==> src/rtl/cpu_pkg.sv <==
// Shared CPU constants: multiply/divide op codes (also used by the control unit's
// div_mul generation) and the mul/div engine state encoding.
package cpu_pkg;

    localparam logic [1:0] MD_MULT  = 2'b00;
    localparam logic [1:0] MD_MULTU = 2'b01;
    localparam logic [1:0] MD_DIV   = 2'b10;
    localparam logic [1:0] MD_DIVU  = 2'b11;

    typedef enum logic [1:0] {
        MD_IDLE = 2'b00,
        MD_CALC = 2'b01,
        MD_FIX  = 2'b10
    } md_state_e;

endpackage

==> src/rtl/md_sign_fix.sv <==
// Conditional two's-complement of a W-bit bus; used both to take operand
// magnitudes and to re-apply the sign to results.
module md_sign_fix #(
    parameter int W = 32
) (
    input  logic         i_neg,
    input  logic [W-1:0] i_val,
    output logic [W-1:0] o_val
);

    assign o_val = i_neg ? (~i_val + W'(1)) : i_val;

endmodule

==> src/rtl/mul_div_unit.sv <==
// Iterative multiply/divide engine: magnitude shift-add multiply or restoring
// divide over WIDTH clocks, then one clock of sign correction into hi/lo.
module mul_div_unit
    import cpu_pkg::*;
#(
    parameter int WIDTH = 32
) (
    input  logic             clk,
    input  logic             rst_n,
    input  logic             start,
    input  logic [1:0]       div_mul,
    input  logic [WIDTH-1:0] a,
    input  logic [WIDTH-1:0] b,
    output logic             busy,
    output logic             done,
    output logic [WIDTH-1:0] hi,
    output logic [WIDTH-1:0] lo
);

    localparam int CW = $clog2(WIDTH);
    localparam logic [CW-1:0] LAST = CW'(WIDTH - 1);

    md_state_e          r_state;
    md_state_e          w_next;
    logic [CW-1:0]      r_cnt;
    logic               r_is_div;
    logic               r_neg_res;
    logic               r_neg_rem;
    logic               r_dbz;
    logic               r_done;
    logic [WIDTH-1:0]   r_a_orig;
    logic [WIDTH-1:0]   r_opb;
    logic [2*WIDTH-1:0] r_mcand;
    logic [2*WIDTH-1:0] r_acc;
    logic [WIDTH:0]     r_rem;
    logic [WIDTH-1:0]   r_quo;
    logic [WIDTH-1:0]   r_hi;
    logic [WIDTH-1:0]   r_lo;

    logic               w_signed;
    logic               w_a_neg;
    logic               w_b_neg;
    logic [WIDTH-1:0]   w_a_mag;
    logic [WIDTH-1:0]   w_b_mag;
    logic [WIDTH+1:0]   w_rem_sh;
    logic [WIDTH+1:0]   w_trial;
    logic [2*WIDTH-1:0] w_prod_fix;
    logic [WIDTH-1:0]   w_quo_fix;
    logic [WIDTH-1:0]   w_rem_fix;

    assign w_signed = ~div_mul[0];
    assign w_a_neg  = w_signed & a[WIDTH-1];
    assign w_b_neg  = w_signed & b[WIDTH-1];

    md_sign_fix #(.W(WIDTH)) u_fix_a (
        .i_neg (w_a_neg),
        .i_val (a),
        .o_val (w_a_mag)
    );

    md_sign_fix #(.W(WIDTH)) u_fix_b (
        .i_neg (w_b_neg),
        .i_val (b),
        .o_val (w_b_mag)
    );

    md_sign_fix #(.W(2*WIDTH)) u_fix_prod (
        .i_neg (r_neg_res),
        .i_val (r_acc),
        .o_val (w_prod_fix)
    );

    md_sign_fix #(.W(WIDTH)) u_fix_quo (
        .i_neg (r_neg_res),
        .i_val (r_quo),
        .o_val (w_quo_fix)
    );

    md_sign_fix #(.W(WIDTH)) u_fix_rem (
        .i_neg (r_neg_rem),
        .i_val (r_rem[WIDTH-1:0]),
        .o_val (w_rem_fix)
    );

    // Restoring step: a negative trial difference (top bit set) means restore.
    assign w_rem_sh = {r_rem, r_quo[WIDTH-1]};
    assign w_trial  = w_rem_sh - {2'b00, r_opb};

    always_ff @(posedge clk or negedge rst_n) begin
        if (!rst_n) begin
            r_state <= MD_IDLE;
        end else begin
            r_state <= w_next;
        end
    end

    always_comb begin
        w_next = r_state;
        case (r_state)
            MD_IDLE: if (start) w_next = MD_CALC;
            MD_CALC: if (r_cnt == LAST) w_next = MD_FIX;
            MD_FIX:  w_next = MD_IDLE;
            default: w_next = MD_IDLE;
        endcase
    end

    always_ff @(posedge clk or negedge rst_n) begin
        if (!rst_n) begin
            r_cnt     <= '0;
            r_is_div  <= 1'b0;
            r_neg_res <= 1'b0;
            r_neg_rem <= 1'b0;
            r_dbz     <= 1'b0;
            r_done    <= 1'b0;
            r_a_orig  <= '0;
            r_opb     <= '0;
            r_mcand   <= '0;
            r_acc     <= '0;
            r_rem     <= '0;
            r_quo     <= '0;
            r_hi      <= '0;
            r_lo      <= '0;
        end else begin
            r_done <= (r_state == MD_FIX);
            case (r_state)
                MD_IDLE: begin
                    if (start) begin
                        r_cnt     <= '0;
                        r_is_div  <= div_mul[1];
                        r_neg_res <= w_a_neg ^ w_b_neg;
                        r_neg_rem <= w_a_neg;
                        r_dbz     <= div_mul[1] && (b == '0);
                        r_a_orig  <= a;
                        r_opb     <= w_b_mag;
                        r_mcand   <= {{WIDTH{1'b0}}, w_a_mag};
                        r_acc     <= '0;
                        r_rem     <= '0;
                        r_quo     <= w_a_mag;
                    end
                end
                MD_CALC: begin
                    r_cnt <= r_cnt + CW'(1);
                    if (!r_is_div) begin
                        if (r_opb[0]) r_acc <= r_acc + r_mcand;
                        r_mcand <= r_mcand << 1;
                        r_opb   <= r_opb >> 1;
                    end else if (w_trial[WIDTH+1]) begin
                        r_rem <= w_rem_sh[WIDTH:0];
                        r_quo <= {r_quo[WIDTH-2:0], 1'b0};
                    end else begin
                        r_rem <= w_trial[WIDTH:0];
                        r_quo <= {r_quo[WIDTH-2:0], 1'b1};
                    end
                end
                MD_FIX: begin
                    // Divide by zero reports the original dividend, bypassing sign fix.
                    if (r_dbz) begin
                        r_hi <= r_a_orig;
                        r_lo <= '1;
                    end else if (r_is_div) begin
                        r_hi <= w_rem_fix;
                        r_lo <= w_quo_fix;
                    end else begin
                        r_hi <= w_prod_fix[2*WIDTH-1:WIDTH];
                        r_lo <= w_prod_fix[WIDTH-1:0];
                    end
                end
                default: ;
            endcase
        end
    end

    assign busy = (r_state != MD_IDLE);
    assign done = r_done;
    assign hi   = r_hi;
    assign lo   = r_lo;

endmodule
==> config.mk <==
export PLATFORM = sky130hd
export DESIGN_NAME = mul_div_unit
export DESIGN_NICKNAME = d
export VERILOG_FILES = /design/src/rtl/cpu_pkg.sv /design/src/rtl/md_sign_fix.sv /design/src/rtl/mul_div_unit.sv
export SDC_FILE = /design/constraint.sdc
export NUM_CORES = 1
export LEC_CHECK = 0
export CAP_MARGIN = 20
export CELL_PAD_IN_SITES_DETAIL_PLACEMENT = 1
export CELL_PAD_IN_SITES_GLOBAL_PLACEMENT = 2
export CORE_UTILIZATION = 40
export CTS_CLUSTER_DIAMETER = 30
export CTS_CLUSTER_SIZE = 25
export DETAILED_ROUTE_END_ITERATION = 10
export PLACE_DENSITY_LB_ADDON = 0.1
export SYNTH_ARGS = -nofsm -noshare
export SYNTH_HDL_FRONTEND = slang
export SYNTH_SLANG_ARGS = --single-unit
==> constraint.sdc <==
create_clock -name clk -period 5 [get_ports clk]
set_input_delay 1 -clock clk [delete_from_list [all_inputs] [get_ports clk]]
set_output_delay 1 -clock clk [all_outputs]
set_load 0.03 [all_outputs]
==> reports/qor.txt <==
# setup viols final: 0
P_leak: 0.0123 uW
Final setup margin: 0.586 ns
Top post-synthesis cells by area: dfrtp_1, o21ai_0, nand2_1, ha_1, xnor2_1
Vias in the first global route: 23217
Die H: 243 um
Count of maximum capacitance violations: 0
Crit path buf inv count: 2
Area of the multi-input gates: 14000 sq um
DIE AREA: 59100 sq um
PwrDens: 858 nW/um^2
Slew Limit Fails: 0
Measured slew at the worst slew-check pin: 1.02 ns
Post-Route WL: 88200 um
Buffers inserted by post-CTS timing repair: 0
Final ANT Viol Nets: 0
Setup crit end kind: flip-flop
Utilization after layout: 51.2%
# hold bufs at CTS: 0
Average routed wire per standard cell: 23.3 um
Power Total: 25000 uW
DIE WIDTH: 243 um
CTS root buf: clkbuf_16
Max Freq: 227 MHz
First-pass GRT wire length: 139000 um
DP HPWL: 64300 um
Maximum number of pins on one net before global-route repair: 110
Final Cycle Share: 88.3%
Crit-path leading delay family: compound AO/OA/AOI/OAI gates
Worst-skew pair later-pin latency: 0.65 ns
Post-layout minimum cycle time: 4.41 ns
Startpoint types: flip-flop
Register area: 8340 sq um
Post-Layout Cell Count: 3779
FF+latch count, synth: 333
Worst Skew: 0.0268 ns
Core area: 56900 sq um
Layout Nets: 3105
Async SR Flop Fraction: 100%
CTS H-tree lvls: 3
Pre-CTS setup slack: 0.710 ns
TritonCTS clock tree: done
Cts repair resizes: 0
Area fraction of the dominant cell type after synthesis: 35.9%
Share of layout cells above drive strength 1: 8.87%
Hold/Removal Path Class: in2async
Final Hold Viols: 0
Initial antenna violation count: 2
Cells after synthesis: 2823
Area growth from synthesis to layout: 25.4%
Grt total ovfl: 0
Drc violations: 0
RSZ-0062 raised after global routing: no
Ys flop type: dfrtp_1
Synth Cell Area: 23200 sq um
DRT Pass-1 Iters: 5
Worst path arrival time: 4.95 ns
YS warnings: 0
Vias after detailed routing: 22291
Sequential-to-total area share from yosys stat: 35.9%
Worst stage delay on the critical path: 0.70 ns
Gpl congestion: 0.884
CTS clock-pin slew for the worst setup and hold paths: 0.04 ns
Status: finished, final reports clean
IO Count: 135
Worst Path Required: 5.54 ns
Cell variety after synth: 78
WS Path Type: reg2reg
Area leader, netlist: dfrtp_1
CP cell instances: ha_1, inv_1, fa_1, nor2b_1, o31ai_1, a211oi_1, a31oi_1, o311ai_0, a21oi_1, o41ai_1, buf_4, a21boi_0, xor2_1, o21ai_0
Crit-path max FO: 6
Rows: 87
EDFF count, synth: 0
Post-Syn Nets: 2996
Most frequent cell after synthesis: nand2_1
Fillers: 6574
Cell count after placement: 3584
Setup total negative slack: 0 ns
Max VDD drop: 0.386 mV
Iter 0 DRT Violations: 1231
Clk sinks: 333
Total track usage: 29.9%
Starting density of the core: 40.8%
Avg Cell Area, Syn: 8.23 sq um
Num CTS Buffers: 102
Slowest CP cell: o311ai_0
Clk buf depth: 3
Relative slew slack: 31.9%
DR vias/cell: 5.90
PortBufs: 134
Top cells by instance count after synthesis: nand2_1, o21ai_0, dfrtp_1
[power by group]
group | switching [uW] | total (uW) | internal, uW
Clock | 2000 | 7250 | 5260
Sequential | 1480 | 5250 | 3770
Combinational | 7780 | 12500 | 4730
[per-layer routing]
layer	routed length (um)	up-vias	global-route usage, %
met1	37800	11279	36.8
met4	3410	0	11.3
li1	-	10410	-
met5	0	-	0
met2	44100	425	52.7
met3	2890	177	4.33
[cell type report]
| type | count | area share [%] |
|---|---|---|
| multi-input combinational | 2245 | 48.1 |
| tap | 756 | 3.25 |
| sequential | 333 | 28.6 |
| clock buffer | 135 | 9.90 |
| timing repair buffer | 172 | 5.77 |
| inverter | 78 | 1.00 |
| antenna | 2 | 0.0172 |
| clock inverter | 58 | 3.36 |
[registers in the layout (all words and copies together), names as in the netlist]
signal and count:
done 1, hi 32, lo 32, r_a_orig 32
r_acc 64, r_cnt 5, r_dbz 1, r_is_div 1
r_mcand 64, r_neg_rem 1, r_neg_res 1, r_opb 32
r_quo 32, r_rem 33, r_state 2
[cell families after synthesis]
group | share of synthesized area (%)
compound gates | 25.6
simple gates | 17.6
flops | 35.9
xor+xnor | 9.65
buf+inv | 4.06
fa+ha+maj | 5.66
mux | 1.52
[final timing paths]
| kind | depth (start not counted) | startpoint | slack [ns] | end |
|---|---|---|---|---|
| worst max register to register | 14 | r_acc[0] | 0.59 | r_acc[56] |
| worst max-delay path | 14 | r_acc[0] | 0.59 | r_acc[56] |
| worst min register to register | 2 | r_a_orig[29] | 0.48 | r_a_orig[29] |
| max in group asynchronous | 2 | rst_n | 3.39 | r_mcand[57] |
| min in group clk | 2 | r_a_orig[29] | 0.48 | r_a_orig[29] |
| worst min-delay path | 1 | rst_n | 0.39 | hi[7] |
[stage by stage]
| stage | instance area, sq um | hold slack (ns) |
|---|---|---|
| after global routing | 29100 | 0.486 |
| final | 29100 | 0.389 |
| after floorplan | 23200 | 0.438 |
| after CTS | 29100 | 0.480 |
| after global placement | 25300 | 0.458 |
| after detailed placement | 25300 | 0.464 |
[cell usage in the layout, fill, tap and decap left out, drive strengths merged, types with 34 or more instances in the layout]
master,instances
inv,83
nor2,174
clkdlybuf4s50,133
nand2,399
xor2,120
a21oi,220
nor3,34
o31ai,52
xnor2,136
clkbuf,135
ha,102
buf,39
nand3,85
o21ai,372
o211ai,36
a21o,43
dfrtp,333
or3,40
(Power assumes the default switching activity.)
